===== config.mk =====
export PLATFORM = sky130hd
export DESIGN_NAME = svm_rom_dma
export DESIGN_NICKNAME = d
export VERILOG_FILES = /design/src/rtl/svm_dma_pkg.sv /design/src/rtl/svm_dma_skid_fifo.sv /design/src/rtl/svm_rom_dma.sv
export SDC_FILE = /design/constraint.sdc
export NUM_CORES = 1
export LEC_CHECK = 0
export CAP_MARGIN = 10
export CORE_UTILIZATION = 30
export CTS_CLUSTER_DIAMETER = 30
export DETAILED_ROUTE_END_ITERATION = 6
export PLACE_DENSITY = 0.6
export SYNTH_ARGS = -nofsm -noshare
export SYNTH_HDL_FRONTEND = slang
export SYNTH_SLANG_ARGS = --single-unit

===== constraint.sdc =====
create_clock -name clk -period 5.4 [get_ports clk]
set_clock_uncertainty 0.2 [all_clocks]
set_input_delay 1.08 -clock clk [delete_from_list [all_inputs] [get_ports clk]]
set_output_delay 1.08 -clock clk [all_outputs]
set_load 0.03 [all_outputs]

===== src/rtl/svm_dma_pkg.sv =====
// Shared definitions for the SVM ROM read DMA.
//   dma_state_e : batch sequencing states
//   WORD_BYTES  : bytes per ROM word, used for the byte-to-word round-up
package svm_dma_pkg;

  typedef enum logic [1:0] {
    IDLE  = 2'd0,
    RUN   = 2'd1,
    DRAIN = 2'd2,
    DONE  = 2'd3
  } dma_state_e;

  localparam int WORD_BYTES = 4;

endpackage


===== src/rtl/svm_dma_skid_fifo.sv =====
// Small circular skid buffer that absorbs ROM read data returning while the
// downstream FIFO is full.
//   clk, rst_n : clock, asynchronous active-high reset (pointers/count only)
//   push, din  : write strobe and word
//   pop, dout  : read strobe and combinational head word
//   count      : current occupancy
//   empty      : occupancy is zero
module svm_dma_skid_fifo #(
  parameter int DEPTH  = 2,
  parameter int DATA_W = 32
) (
  input  logic                       clk,
  input  logic                       rst_n,
  input  logic                       push,
  input  logic                       pop,
  input  logic [DATA_W-1:0]          din,
  output logic [DATA_W-1:0]          dout,
  output logic [$clog2(DEPTH+1)-1:0] count,
  output logic                       empty
);

  localparam int PW = (DEPTH > 1) ? $clog2(DEPTH) : 1;
  localparam int CW = $clog2(DEPTH + 1);

  logic [DATA_W-1:0] mem_q [DEPTH];
  logic [PW-1:0]     wr_ptr_q, wr_ptr_d;
  logic [PW-1:0]     rd_ptr_q, rd_ptr_d;
  logic [CW-1:0]     count_q, count_d;

  // Explicit wrap so non-power-of-two depths work.
  function automatic logic [PW-1:0] ptr_inc(input logic [PW-1:0] p);
    return (p == PW'(DEPTH - 1)) ? '0 : p + 1'b1;
  endfunction

  always_comb begin
    wr_ptr_d = push ? ptr_inc(wr_ptr_q) : wr_ptr_q;
    rd_ptr_d = pop  ? ptr_inc(rd_ptr_q) : rd_ptr_q;
    count_d  = count_q + CW'(push) - CW'(pop);
  end

  always_ff @(posedge clk or posedge rst_n) begin
    if (rst_n) begin
      wr_ptr_q <= '0;
      rd_ptr_q <= '0;
      count_q  <= '0;
    end else begin
      wr_ptr_q <= wr_ptr_d;
      rd_ptr_q <= rd_ptr_d;
      count_q  <= count_d;
    end
  end

  always_ff @(posedge clk) begin
    if (push) mem_q[wr_ptr_q] <= din;
  end

  assign dout  = mem_q[rd_ptr_q];
  assign count = count_q;
  assign empty = (count_q == '0);

endmodule


===== src/rtl/svm_rom_dma.sv =====
// Read DMA feeding the SVM core's ROM data FIFO from a fixed-latency ROM.
//   clk, rst_n                        : clock, asynchronous active-high reset
//   start_rd, cfg_ready               : batch request handshake (IDLE only)
//   cfg_dma_base_addr/num_bytes       : byte base address and byte length
//   batch_dma_done, dma_busy          : completion pulse and busy status
//   rom_rd_en, rom_addr, rom_rd_data  : synchronous ROM read port
//   rom_data_fifo_fifo_data_in/push   : word and push strobe to the core FIFO
//   rom_data_fifo_fifo_full           : core FIFO backpressure
module svm_rom_dma
  import svm_dma_pkg::*;
#(
  parameter int ROM_ADDR_WIDTH = 16,
  parameter int ROM_LATENCY    = 1
) (
  input  logic                      clk,
  input  logic                      rst_n,
  input  logic                      start_rd,
  input  logic                      cfg_ready,
  input  logic [ROM_ADDR_WIDTH-1:0] cfg_dma_base_addr,
  input  logic [ROM_ADDR_WIDTH-1:0] cfg_dma_num_bytes,
  output logic                      batch_dma_done,
  output logic                      dma_busy,
  output logic                      rom_rd_en,
  output logic [ROM_ADDR_WIDTH-3:0] rom_addr,
  input  logic [31:0]               rom_rd_data,
  output logic [31:0]               rom_data_fifo_fifo_data_in,
  output logic                      rom_data_fifo_fifo_data_push,
  input  logic                      rom_data_fifo_fifo_full
);

  localparam int AW    = ROM_ADDR_WIDTH;
  localparam int WA    = AW - 2;
  localparam int WL    = AW - 1;
  localparam int DEPTH = ROM_LATENCY + 1;
  localparam int CW    = $clog2(DEPTH + 1);

  dma_state_e             state_q, state_d;
  logic [WA-1:0]          addr_q, addr_d;
  logic [WL-1:0]          words_left_q, words_left_d;
  logic [CW-1:0]          inflight_q, inflight_d;
  logic [ROM_LATENCY-1:0] vld_pipe_q, vld_pipe_d;

  logic          accept, rd_en, skid_wr, skid_pop, skid_empty;
  logic [CW-1:0] skid_count, skid_count_nxt;
  logic [CW:0]   occupancy;
  logic [31:0]   skid_dout;
  logic [AW:0]   bytes_rnd;
  logic [WL-1:0] words_req;
  logic          unused_bits;

  // One extra bit so the round-up cannot overflow at the maximum byte count.
  assign bytes_rnd   = {1'b0, cfg_dma_num_bytes} + (AW + 1)'(WORD_BYTES - 1);
  assign words_req   = bytes_rnd[AW:2];
  assign unused_bits = ^{bytes_rnd[1:0], cfg_dma_base_addr[1:0]};

  assign accept   = (state_q == IDLE) && start_rd && cfg_ready;
  assign skid_wr  = vld_pipe_q[ROM_LATENCY-1];
  assign skid_pop = !skid_empty && !rom_data_fifo_fifo_full;

  // Words already committed (in flight or buffered), less the one leaving
  // this cycle. Crediting the pop keeps one word/cycle streaming while still
  // bounding total storage to ROM_LATENCY+1 when the FIFO stalls.
  assign occupancy      = (CW + 1)'(inflight_q) + (CW + 1)'(skid_count) - (CW + 1)'(skid_pop);
  assign skid_count_nxt = skid_count + CW'(skid_wr) - CW'(skid_pop);

  svm_dma_skid_fifo #(
    .DEPTH  (DEPTH),
    .DATA_W (32)
  ) u_skid (
    .clk   (clk),
    .rst_n (rst_n),
    .push  (skid_wr),
    .pop   (skid_pop),
    .din   (rom_rd_data),
    .dout  (skid_dout),
    .count (skid_count),
    .empty (skid_empty)
  );

  always_ff @(posedge clk or posedge rst_n) begin
    if (rst_n) begin
      state_q      <= IDLE;
      addr_q       <= '0;
      words_left_q <= '0;
      inflight_q   <= '0;
      vld_pipe_q   <= '0;
    end else begin
      state_q      <= state_d;
      addr_q       <= addr_d;
      words_left_q <= words_left_d;
      inflight_q   <= inflight_d;
      vld_pipe_q   <= vld_pipe_d;
    end
  end

  always_comb begin
    state_d      = state_q;
    addr_d       = addr_q;
    words_left_d = words_left_q;
    inflight_d   = inflight_q + CW'(rd_en) - CW'(skid_wr);
    vld_pipe_d   = (vld_pipe_q << 1) | ROM_LATENCY'(rd_en);
    case (state_q)
      IDLE: begin
        if (accept) begin
          addr_d       = cfg_dma_base_addr[AW-1:2];
          words_left_d = words_req;
          state_d      = (words_req == '0) ? DONE : RUN;
        end
      end
      RUN: begin
        if (rd_en) begin
          addr_d       = addr_q + 1'b1;
          words_left_d = words_left_q - 1'b1;
        end
        if (words_left_d == '0) state_d = DRAIN;
      end
      // Looks at next-cycle occupancy so done follows the last push directly.
      DRAIN: begin
        if (inflight_d == '0 && skid_count_nxt == '0) state_d = DONE;
      end
      DONE:    state_d = IDLE;
      default: state_d = IDLE;
    endcase
  end

  always_comb begin
    rd_en = (state_q == RUN) && (words_left_q != '0) && (occupancy < (CW + 1)'(DEPTH));
  end

  assign rom_rd_en                    = rd_en;
  assign rom_addr                     = addr_q;
  assign batch_dma_done               = (state_q == DONE);
  assign dma_busy                     = (state_q != IDLE);
  assign rom_data_fifo_fifo_data_push = skid_pop;
  assign rom_data_fifo_fifo_data_in   = skid_pop ? skid_dout : 32'h0;

endmodule


==> impl_metrics.ini <==
[outcome]
status = finished clean

[detailed_routing]
drt_iter0_drc = 234
drt_pass1_iterations = 5
ant_nets = 0
vias = 4035
via_per_inst = 4.975
routedWlPerCell_um = 15.36
routed_wl_mm = 12.46
drc_errors = 0

[worst_setup_path]
path_cells = clkdlybuf4s50_1 -> o21bai_2 -> inv_1 -> ha_1 -> inv_1 -> nand2_1 -> fa_1 -> xor2_1 -> and3_1 -> o41ai_4 -> inv_1 -> buf_4
worst_setup_path_end_kind = output port
worst_ep_arrival_time_ns = 3.55
cp-start-kind = primary input
cp_top_family = buffers and inverters
crit_required_ns = 4.12
crit_slowest_cell = clkdlybuf4s50_1
cp_max_fo = 8
crit_type = primary input to output port
max_stage_delay_ns = 0.47
crit_path_frequent_cell = inv_1
cp_num_buf_inv = 5

[timing]
max_freq_mhz = 206.9
rsz0062_at_grt = false
slew_viol_final = 0
tns_ns = 0
fin_crit_ns = 4.832
finalHoldViolCount = 0
fin_crit_sh_pct = 89.49
maxSlewHeadroom_pct = 31.82
worstMarginPinSlew_ns = 1.023
setup_viol = 0

[synthesis]
synth.area.top_cells = edfxtp_1 38%, dfrtp_1 19%, mux2i_1 7.0%, a21oi_1 4.3%, nor2_1 4.2%
synth.largest_area_cell = edfxtp_1
ys_seq_elements = 102
synth_area_mm2 = 0.005125
syn_avg_cell_area_um2 = 10.90
synth_common_cells = 64 x edfxtp_1, 58 x nor2_1, 44 x a21oi_1, 38 x dfrtp_1, 36 x mux2i_1
syn_inst = 470
ys.flop_type = edfxtp_1
syn_nets = 551
synth_edf_count = 64
netlist.area_leader.share_pct = 37.50
yosysUniqueCellTypes = 52
yosysMostFrequentCell = edfxtp_1
async_flop_share_pct = 37.25
synth_seq_area_share_pct = 56.05
ys_warn_count = 0

[global_routing]
grt_max_degree = 42
grt_overflow = 0
grt_pass1_wl_mm = 20.60
antenna_found_initial = 1
grt_usage_pct = 14.79
first_global_vias = 4067

[cells_and_area]
area_delta_synth_final_pct = 33.59
num_antenna_cells = 0
fillers = 1578
stdcell_area_mm2 = 0.006847
fin_nets = 667
drive_above_1_share_pct = 6.091

[die]
die_area_mm2 = 0.01761
num_io_pins = 119
start_util_pct = 30.79
die_h_um = 132.7
core-area_mm2 = 0.01664
die_w_um = 132.7
num_rows = 47

[clocking]
clk_latency_ns = 0.35
max-clock-path-buffers = 2
post_cts_resized = 0
cts_max_level = 3
cts_buffers = 9
clock_sinks = 102
cts_tree = yes
hold_buffers = 0
cts-root-buf = clkbuf_16
path_clk_slew_ns = 0.08
cts_setup_buffers = 0

[flow_run]
maxCapViolations = 0

[pwr]
leakagePower_nw = 2.560
power.total_mw = 3.642
ir_drop_uv = 312.6
powerDensity_mw_per_mm2 = 531.9

[placement]
placed_area_mm2 = 0.006558
numPortBuffers = 116
place_congestion = 0.7786
hpwl_mm = 8.726

[hold_path]
hp-class = register to register
## flip-flops by register name, summed over array words and instances, names as in the netlist
signal / count
u_skid.mem_q: 64
words_left_q: 15
rom_addr: 14
inflight_q: 2
state_q: 2
u_skid.count: 2
skid_wr: 1
u_skid.rd_ptr_q: 1
u_skid.wr_ptr_q: 1
## layout by cell type (no fill, tap or decap), types with 3 or more instances in the layout
cell             netlist  layout
nand3_1               20      20
inv_8                  0       3
clkdlybuf4s50_1        0     115
ha_1                  11      11
and3_1                14      14
dfrtp_1               38      37
inv_1                 20      20
mux2i_1               36      36
edfxtp_1              64      64
nor2_1                58      57
nand4_1                5       5
nor4_1                 4       4
or3_1                  3       3
xor2_1                 9       9
o22ai_1               13      13
nor3_1                10      10
clkbuf_16              0       9
xnor2_1               12      12
o21ai_0               25      24
buf_4                  0       8
nand2_1               23      23
a21oi_1               44      44
o21ai_1                2       3
## cell type report
type | instances | area (µm²) | area share (%)
flip-flops and latches | 102 | 2874 | 41.98
multi-input cells | 329 | 2118 | 30.94
repair buffers | 123 | 1211 | 17.69
well taps | 220 | 275.3 | 4.020
clock buffers | 9 | 225.2 | 3.289
inverters | 21 | 78.83 | 1.151
clock inverters | 7 | 63.81 | 0.9320
## report_power, final
group / switching, mW / leakage [nW] / internal (mW)
Clock: 0.311 / 0.144 / 0.325
Sequential: 0.262 / 1.02 / 1.02
Combinational: 0.994 / 1.40 / 0.726
Total: 1.57 / 2.56 / 2.07
## logic make-up (layout without fill, tap and decap cells)
group | count (synthesis) | count (layout) | synth area share, %
and+or+nand+nor | 152 | 152 | 14.58
AOI/OAI and AO/OA | 107 | 107 | 12.57
DFF | 102 | 102 | 56.05
buffers and inverters | 39 | 160 | 2.881
muxes | 37 | 37 | 7.251
xor gates and xnor gates | 21 | 21 | 3.589
adders and majority gates | 12 | 12 | 3.076
## through the flow
stage	cells	setup slack, ns	hold slack, ns	util, %
after floorplan	470	0.3086	0.2555	-
after global placement	795	0.6260	0.3072	39.40
after detailed placement	795	0.4650	0.3164	39.40
after CTS	811	0.5545	0.3339	41.14
after global routing	811	0.3994	0.3874	41.14
final	811	0.5678	0.3469	41.14
## routing by layer
metal / track usage, % / wire length [µm]
met5: 0 / 12
met4: 3.704 / 134
met3: 3.563 / 679
met2: 25.06 / 5961
met1: 18.91 / 5672
## worst register-to-register path, cell delays in order, from the launching register on
cell,delay (ns)
dfrtp_1,0.41
o21bai_2,0.13
inv_1,0.07
ha_1,0.29
inv_1,0.09
nand2_1,0.08
fa_1,0.53
and4bb_2,0.27
nand3_1,0.18
a2111oi_0,0.61
nand4_1,0.22
nor4_2,0.33
o21ai_1,0.16
mux2i_1,0.15
## final timing paths
path                                         start               end  slack, ns  depth (start not counted)
min in group asynchronous                    rst_n   u_skid.rd_ptr_q       0.97                          3
setup / recovery           rom_data_fifo_fifo_full         rom_rd_en       0.57                         12
hold reg to reg                   words_left_q[11]  words_left_q[11]       0.35                          2
setup reg to reg                   u_skid.count[1]        state_q[0]       1.57                         13
hold / removal                    words_left_q[11]  words_left_q[11]       0.35                          2
max in group asynchronous                    rst_n   u_skid.rd_ptr_q       3.65                          3
Note: power is estimated with default switching activity, not from simulation.
